--- config.mk ---
export PLATFORM = sky130hd
export DESIGN_NAME = tlb_mp
export DESIGN_NICKNAME = d
export VERILOG_FILES = /design/src/rtl/tlb_pkg.sv /design/src/rtl/tlb_match.sv /design/src/rtl/tlb_mp.sv
export SDC_FILE = /design/constraint.sdc
export NUM_CORES = 2
export LEC_CHECK = 0
export CORE_ASPECT_RATIO = 0.9
export CORE_MARGIN = 3
export CORE_UTILIZATION = 49
export CTS_CLUSTER_SIZE = 16
export DETAILED_ROUTE_END_ITERATION = 7
export GPL_TIMING_DRIVEN = 1
export PLACE_DENSITY = 0.67
export SETUP_SLACK_MARGIN = 0.2
export SYNTH_ARGS = -nofsm -noshare
export SYNTH_HDL_FRONTEND = slang
export SYNTH_SLANG_ARGS = --single-unit
--- constraint.sdc ---
create_clock -name clk -period 7.5 [get_ports clk]
set_clock_uncertainty 0.2 [all_clocks]
set_input_delay 1.5 -clock clk [delete_from_list [all_inputs] [get_ports clk]]
set_output_delay 1.5 -clock clk [all_outputs]
set_load 0.05 [all_outputs]
--- src/rtl/tlb_pkg.sv ---
// Shared TLB types: entry layout, segment codes and the CP0 EntryLo packer.
package tlb_pkg;

    localparam logic [2:0] KSEG0  = 3'b100;
    localparam logic [2:0] KSEG1  = 3'b101;
    localparam logic [2:0] CACHED = 3'b011;

    typedef struct packed {
        logic [18:0] vpn2;
        logic [7:0]  asid;
        logic        g;
        logic [19:0] pfn0;
        logic [2:0]  c0;
        logic        d0;
        logic        v0;
        logic [19:0] pfn1;
        logic [2:0]  c1;
        logic        d1;
        logic        v1;
    } tlb_entry_t;

    function automatic logic [31:0] lo_word(
        input logic [19:0] pfn,
        input logic [2:0]  c,
        input logic        d,
        input logic        v,
        input logic        g
    );
        return {6'b0, pfn, c, d, v, g};
    endfunction

endpackage

--- src/rtl/tlb_match.sv ---
// Fully associative VPN2/ASID compare with lowest-index priority.
module tlb_match #(
    parameter  int TLBNUM = 16,
    localparam int IDXW   = $clog2(TLBNUM)
) (
    input  logic [TLBNUM-1:0][18:0] i_vpn2s,
    input  logic [TLBNUM-1:0][7:0]  i_asids,
    input  logic [TLBNUM-1:0]       i_gs,
    input  logic [18:0]             i_vpn2,
    input  logic [7:0]              i_asid,
    output logic                    o_hit,
    output logic [IDXW-1:0]         o_index
);

    always_comb begin
        o_hit   = 1'b0;
        o_index = '0;
        // Scan downwards so the lowest matching index wins.
        for (int i = TLBNUM - 1; i >= 0; i--) begin
            if (i_vpn2s[i] == i_vpn2 &&
                (i_asids[i] == i_asid || i_gs[i])) begin
                o_hit   = 1'b1;
                o_index = IDXW'(i);
            end
        end
    end

endmodule

--- src/rtl/tlb_mp.sv ---
// Multi-port MIPS-style TLB with tlbp/tlbr/tlbwi/tlbwr and Wired/Random.
module tlb_mp
    import tlb_pkg::*;
#(
    parameter  int TLBNUM = 16,
    parameter  int NSRCH  = 2,
    localparam int IDXW   = $clog2(TLBNUM)
) (
    input  logic                  clk,
    input  logic                  resetn,
    input  logic [2:0]            k0,
    input  logic [7:0]            asid,
    input  logic [NSRCH-1:0]      s_req,
    input  logic [32*NSRCH-1:0]   s_vaddr,
    input  logic [NSRCH-1:0]      s_store,
    output logic [NSRCH-1:0]      s_ack,
    output logic [20*NSRCH-1:0]   s_ptag,
    output logic [NSRCH-1:0]      s_uncached,
    output logic [NSRCH-1:0]      s_refill,
    output logic [NSRCH-1:0]      s_invalid,
    output logic [NSRCH-1:0]      s_modify,
    input  logic [31:0]           cp0_hi,
    input  logic [31:0]           cp0_lo0,
    input  logic [31:0]           cp0_lo1,
    input  logic [31:0]           cp0_index,
    input  logic                  op_tlbp,
    input  logic                  op_tlbr,
    input  logic                  op_tlbwi,
    input  logic                  op_tlbwr,
    input  logic                  wired_we,
    input  logic [IDXW-1:0]       wired_wdata,
    output logic [IDXW-1:0]       wired,
    output logic [IDXW-1:0]       random,
    output logic                  p_done,
    output logic [31:0]           p_index,
    output logic                  r_done,
    output logic [31:0]           r_hi,
    output logic [31:0]           r_lo0,
    output logic [31:0]           r_lo1
);

    tlb_entry_t [TLBNUM-1:0]  r_tlb;
    logic [IDXW-1:0]          r_wired;
    logic [IDXW-1:0]          r_random;
    logic [NSRCH-1:0]         r_ack, r_unc, r_refill, r_invalid, r_modify;
    logic [20*NSRCH-1:0]      r_ptag;
    logic                     r_p_done, r_r_done;
    logic [31:0]              r_p_index, r_hi_q, r_lo0_q, r_lo1_q;

    logic [TLBNUM-1:0][18:0]  w_vpn2s;
    logic [TLBNUM-1:0][7:0]   w_asids;
    logic [TLBNUM-1:0]        w_gs;
    logic [NSRCH-1:0]         w_unc_n, w_refill_n, w_invalid_n, w_modify_n;
    logic [20*NSRCH-1:0]      w_ptag_n;
    logic [NSRCH-1:0]         w_unused_va;
    logic                     w_p_hit;
    logic [IDXW-1:0]          w_p_idx;
    logic                     w_we;
    logic [IDXW-1:0]          w_widx;
    logic [IDXW-1:0]          w_ridx;
    tlb_entry_t               w_new;
    tlb_entry_t               w_rd;
    logic                     w_unused;

    always_comb begin
        for (int i = 0; i < TLBNUM; i++) begin
            w_vpn2s[i] = r_tlb[i].vpn2;
            w_asids[i] = r_tlb[i].asid;
            w_gs[i]    = r_tlb[i].g;
        end
    end

    for (genvar p = 0; p < NSRCH; p++) begin : g_port
        logic [31:0]     w_va;
        logic            w_hit;
        logic [IDXW-1:0] w_idx;
        logic            w_odd, w_unm;
        logic [19:0]     w_pfn;
        logic [2:0]      w_c;
        logic            w_d, w_v;

        assign w_va = s_vaddr[32*p +: 32];

        tlb_match #(.TLBNUM(TLBNUM)) u_match (
            .i_vpn2s (w_vpn2s),
            .i_asids (w_asids),
            .i_gs    (w_gs),
            .i_vpn2  (w_va[31:13]),
            .i_asid  (asid),
            .o_hit   (w_hit),
            .o_index (w_idx)
        );

        assign w_odd = w_va[12];
        assign w_pfn = w_odd ? r_tlb[w_idx].pfn1 : r_tlb[w_idx].pfn0;
        assign w_c   = w_odd ? r_tlb[w_idx].c1   : r_tlb[w_idx].c0;
        assign w_d   = w_odd ? r_tlb[w_idx].d1   : r_tlb[w_idx].d0;
        assign w_v   = w_odd ? r_tlb[w_idx].v1   : r_tlb[w_idx].v0;
        assign w_unm = (w_va[31:29] == KSEG0) || (w_va[31:29] == KSEG1);

        assign w_ptag_n[20*p +: 20] = w_unm ? {3'b0, w_va[28:12]} : w_pfn;
        // kseg1 is always uncached; kseg0 follows Config.K0.
        assign w_unc_n[p]     = w_unm ? ((w_va[31:29] == KSEG1) || (k0 != CACHED))
                                      : (w_c != CACHED);
        assign w_refill_n[p]  = s_req[p] & ~w_unm & ~w_hit;
        assign w_invalid_n[p] = s_req[p] & ~w_unm & w_hit & ~w_v;
        assign w_modify_n[p]  = s_req[p] & ~w_unm & s_store[p] & w_hit & w_v & ~w_d;
        assign w_unused_va[p] = ^w_va[11:0];
    end

    tlb_match #(.TLBNUM(TLBNUM)) u_probe (
        .i_vpn2s (w_vpn2s),
        .i_asids (w_asids),
        .i_gs    (w_gs),
        .i_vpn2  (cp0_hi[31:13]),
        .i_asid  (cp0_hi[7:0]),
        .o_hit   (w_p_hit),
        .o_index (w_p_idx)
    );

    assign w_we   = op_tlbwi | op_tlbwr;
    assign w_widx = op_tlbwi ? cp0_index[IDXW-1:0] : r_random;
    assign w_ridx = cp0_index[IDXW-1:0];
    assign w_rd   = r_tlb[w_ridx];

    always_comb begin
        w_new.vpn2 = cp0_hi[31:13];
        w_new.asid = cp0_hi[7:0];
        w_new.g    = cp0_lo0[0] & cp0_lo1[0];
        w_new.pfn0 = cp0_lo0[25:6];
        w_new.c0   = cp0_lo0[5:3];
        w_new.d0   = cp0_lo0[2];
        w_new.v0   = cp0_lo0[1];
        w_new.pfn1 = cp0_lo1[25:6];
        w_new.c1   = cp0_lo1[5:3];
        w_new.d1   = cp0_lo1[2];
        w_new.v1   = cp0_lo1[1];
    end

    always_ff @(posedge clk) begin
        if (!resetn) begin
            r_tlb     <= '0;
            r_wired   <= '0;
            r_random  <= IDXW'(TLBNUM - 1);
            r_ack     <= '0;
            r_ptag    <= '0;
            r_unc     <= '0;
            r_refill  <= '0;
            r_invalid <= '0;
            r_modify  <= '0;
            r_p_done  <= 1'b0;
            r_p_index <= '0;
            r_r_done  <= 1'b0;
            r_hi_q    <= '0;
            r_lo0_q   <= '0;
            r_lo1_q   <= '0;
        end else begin
            r_ack     <= s_req;
            r_ptag    <= w_ptag_n;
            r_unc     <= w_unc_n;
            r_refill  <= w_refill_n;
            r_invalid <= w_invalid_n;
            r_modify  <= w_modify_n;
            if (w_we) r_tlb[w_widx] <= w_new;
            // Random wraps at Wired; a Wired write restarts it from the top.
            if (wired_we) begin
                r_wired  <= wired_wdata;
                r_random <= IDXW'(TLBNUM - 1);
            end else if (r_random == r_wired) begin
                r_random <= IDXW'(TLBNUM - 1);
            end else begin
                r_random <= r_random - IDXW'(1);
            end
            r_p_done <= op_tlbp;
            if (op_tlbp)
                r_p_index <= w_p_hit ? {{(32-IDXW){1'b0}}, w_p_idx}
                                     : 32'h8000_0000;
            r_r_done <= op_tlbr;
            if (op_tlbr) begin
                r_hi_q  <= {w_rd.vpn2, 5'b0, w_rd.asid};
                r_lo0_q <= lo_word(w_rd.pfn0, w_rd.c0, w_rd.d0, w_rd.v0, w_rd.g);
                r_lo1_q <= lo_word(w_rd.pfn1, w_rd.c1, w_rd.d1, w_rd.v1, w_rd.g);
            end
        end
    end

    assign s_ack      = r_ack;
    assign s_ptag     = r_ptag;
    assign s_uncached = r_unc;
    assign s_refill   = r_refill;
    assign s_invalid  = r_invalid;
    assign s_modify   = r_modify;
    assign wired      = r_wired;
    assign random     = r_random;
    assign p_done     = r_p_done;
    assign p_index    = r_p_index;
    assign r_done     = r_r_done;
    assign r_hi       = r_hi_q;
    assign r_lo0      = r_lo0_q;
    assign r_lo1      = r_lo1_q;

    assign w_unused = ^{cp0_hi[12:8], cp0_lo0[31:26], cp0_lo1[31:26],
                        cp0_index[31:IDXW], w_unused_va};

endmodule

==> Flow_metrics.wiki <==
{| class="wikitable"
! Metric !! Value
|-
| Sequential element share of the synthesized area || 31.5%
|-
| Status || complete, but fails checks
|-
| Dpl ws || 0.461 ns
|-
| Layout-stage area growth over the synthesis result || 13.8%
|-
| Proportion of layout cells with a drive suffix above 1 || 14.0%
|-
| Post-layout min period || 6.67 ns
|-
| Setup-failing EPs final || 0
|-
| Worst ir drop on vdd || 223 uV
|-
| Total clock buffers created by CTS || 158
|-
| Type of element launching the critical path || input port
|-
| Synth async-reset ratio || 0%
|-
| Core outline area || 179000 sq um
|-
| Pin count of the biggest net entering global routing || 212
|-
| Post-cts gate resize count || 0
|-
| Unrepaired setup endpoints after global routing || no
|-
| Count of different cell masters after synthesis || 86
|-
| Hold-fix buffers, CTS || 0
|-
| Total congestion overflow after global routing || 0
|-
| Max-slew headroom at the worst pin || -6.00%
|-
| Count of buffers inserted at the top-level ports || 292
|-
| CTS tree || done
|-
| Buffer cell driving the clock tree root || sky130_fd_sc_hd__clkbuf_16
|-
| Final count of pins violating max slew || 3
|-
| Number of H-tree branching levels || 4
|-
| Area contributors post-synth || sky130_fd_sc_hd__dfxtp_1, sky130_fd_sc_hd__nand2_1, sky130_fd_sc_hd__mux4_2, sky130_fd_sc_hd__a21boi_0, sky130_fd_sc_hd__xor2_1
|-
| Biggest cell delay along the critical path || 0.89 ns
|-
| Average cell area after synthesis || 8.75 sq um
|-
| DIE HEIGHT || 409 microns
|-
| Placement-stage cell area || 94900 sq um
|-
| Req. time, crit path || 8.08 ns
|-
| Post-synthesis cell count || 10100
|-
| Fin. Hold Viols || 0
|-
| Category of the worst setup path capture point || register
|-
| All-layer global routing usage || 45.5%
|-
| Std-Cell Rows || 147
|-
| Number of non-filler instances in the completed layout || 12600
|-
| Multi-input logic area || 56000 sq um
|-
| Leakage power || 0.0387 uW
|-
| Cell type with the largest total area after synthesis || sky130_fd_sc_hd__dfxtp_1
|-
| Vias after detailed routing || 85000
|-
| Area share of the leading cell type in the synthesized netlist || 31.5%
|-
| Setup TNS || 0 ns
|-
| Area used by sequential logic in the layout || 27800 sq um
|-
| Boundary pin count || 406
|-
| First-pass GRT wire length || 605 mm
|-
| Per-cell via count in the routed design || 6.73
|-
| Data arrival time at the worst-slack endpoint || 7.25 ns
|-
| Count of nets after finishing || 10300
|-
| Filler Cells Inserted || 15900
|-
| Cell area power density || 183 nW/um^2
|-
| Number of search-and-repair iterations in the first detailed-routing pass || 8
|-
| Library cell with the highest instance count after synthesis || sky130_fd_sc_hd__nand2_1
|-
| Placer Congestion || 1.07
|-
| Number of remaining DRC errors || 2
|-
| Slew at the pin closest to its max-slew limit || 1.57 ns
|-
| Number of cells in the design after placement || 12300
|-
| Post-route ant nets || 0
|-
| Leading post-synthesis cells by instance count || sky130_fd_sc_hd__nand2_1, sky130_fd_sc_hd__dfxtp_1, sky130_fd_sc_hd__a21boi_0
|-
| Netlist area before placement || 88300 sq um
|-
| Post-DP HPWL || 292 mm
|-
| Via count of the first global-routing pass || 77800
|-
| Register bit total from synthesis || 1391
|-
| Antenna violations before repair || 48
|-
| Critical-path cell list || clkdlybuf4s50_1 -> buf_4 -> xor2_1 -> nor4_1 -> buf_4 -> nand4_1 -> nor3_1 -> buf_4 -> nor2b_1 -> o21bai_1 -> o21a_4 -> buf_4 -> buf_4 -> a211oi_1 -> a211oi_1 -> a31oi_1 -> buf_4 -> a31oi_1 -> buf_4
|-
| Width of the die || 454 microns
|-
| Most used cell, CP || sky130_fd_sc_hd__buf_4
|-
| Class of the worst hold path || register to register
|-
| Largest fanout of any net on the critical path || 24
|-
| 1st-iter DRT viols || 14200
|-
| Buffer count from post-CTS setup fixing || 0
|-
| Wire length per cell || 34.6 microns
|-
| Clock Path Buffers || 3
|-
| Final clock period utilization by the worst path || 89.0%
|-
| Slowest stage cell on the critical path || sky130_fd_sc_hd__clkdlybuf4s50_1
|-
| Ys Warns || 0
|-
| Number of max-capacitance violations reported || 1
|-
| Critical path type || input port to register
|-
| Dominant synthesized flop cell || sky130_fd_sc_hd__dfxtp_1
|-
| Clock transition at the registers of the reported paths || 0.06 ns
|-
| Total clock sinks || 1391
|-
| Clock network latency to the later pin of the worst-skew pair || 0.83 ns
|-
| Effective utilization at floorplan || 49.4%
|-
| Number of flops mapped to enable cells by yosys || 0
|-
| Least setup slack across all paths after layout || 0.825 ns
|-
| Violated checks || design-rule violations, max-capacitance violations, max-slew violations
|-
| Final WL || 438 mm
|-
| Die ar. || 185000 sq um
|-
| Cell area after layout || 100000 sq um
|-
| Worst Hold Slack || 0.281 ns
|-
| Highest achievable clock rate || 150 MHz
|}
metrics by stage:
| step | util (%) | power (uW) |
|---|---|---|
| floorplan | - | 9130 |
| global placement | 53.1 | 9960 |
| detailed placement | 53.1 | 9980 |
| CTS | 56.2 | 18200 |
| global route | 56.2 | 18700 |
| finish | 56.2 | 18400 |
power by group:
part           internal [uW]  total [uW]  switching (uW)
logic                    762        2230            1470
registers               7510        7700             184
clock network           4920        8430            3500
path summary, 6_finish.rpt:
path	start	to	slack, ns	cells after the start
max	s_vaddr[27]	s_ptag[6]$_SDFF_PN0_	0.83	19
max reg2reg	r_tlb[453]$_SDFFE_PN0P_	s_modify[0]$_SDFF_PN0_	2.15	16
min	r_tlb[1173]$_SDFFE_PN0P_	r_tlb[1173]$_SDFFE_PN0P_	0.28	2
min reg2reg	r_tlb[1173]$_SDFFE_PN0P_	r_tlb[1173]$_SDFFE_PN0P_	0.28	2
registers in the layout, indices dropped and copies added (netlist names), 4 cells and up:
signal and count:
r_tlb 1248, s_ptag 40, r_hi 27, r_lo1 26, r_lo0 25, p_index 5, random 4, wired 4
logic make-up after synthesis:
| kind of cell | synth area share [%] |
|---|---|
| flip-flops | 31.5 |
| adder cells (fa/ha/maj) | 0.0142 |
| XOR/XNOR | 11.6 |
| AO/OA/AOI/OAI | 15.4 |
| buffers and inverters | 5.64 |
| AND/OR/NAND/NOR | 16.7 |
| multiplexers | 19.0 |
| other | 0.00425 |
cell usage in the layout, fill, tap and decap left out, drive strengths merged, types with 52 or more instances in the layout:
cell and instances:
nor4 208, nand2 2709, nor2b 95, mux4 444, o21ai 55, a221oi 81, a22oi 98, xor2 804
and2 52, dfxtp 1391, nand3 80, buf 588, clkbuf 223, mux2i 622, nor2 115, a21oi 119
a21boi 1238, xnor2 370, clkdlybuf4s50 264, nand4 114, nor3 53
per-layer routing:
layer / global-route usage [%] / part of all wire, % / vias to the layer above
met5: 0.729 / 0.096 / -
met4: 24.4 / 6.5 / 32
met3: 18.6 / 16 / 1519
met2: 60.6 / 39 / 7106
met1: 61.8 / 39 / 41500
li1: - / - / 34800
final cells by class:
cell class,instances,area share [%]
Timing Repair Buffer,852,7.94
Inverter,24,0.0946
Antenna cell,32,0.0797
Clock buffer,223,4.59
Clock inverter,65,0.916
Sequential cell,1391,27.7
Multi-Input combinational cell,7665,55.7
Tap cell,2384,2.97
critical path: cells and delay by family:
kind	cells	cell delay, ns
xor+xnor	1	0.15
simple gates	4	0.96
buf+inv	8	2.96
compound gates	6	1.63
(Power assumes the default switching activity.)
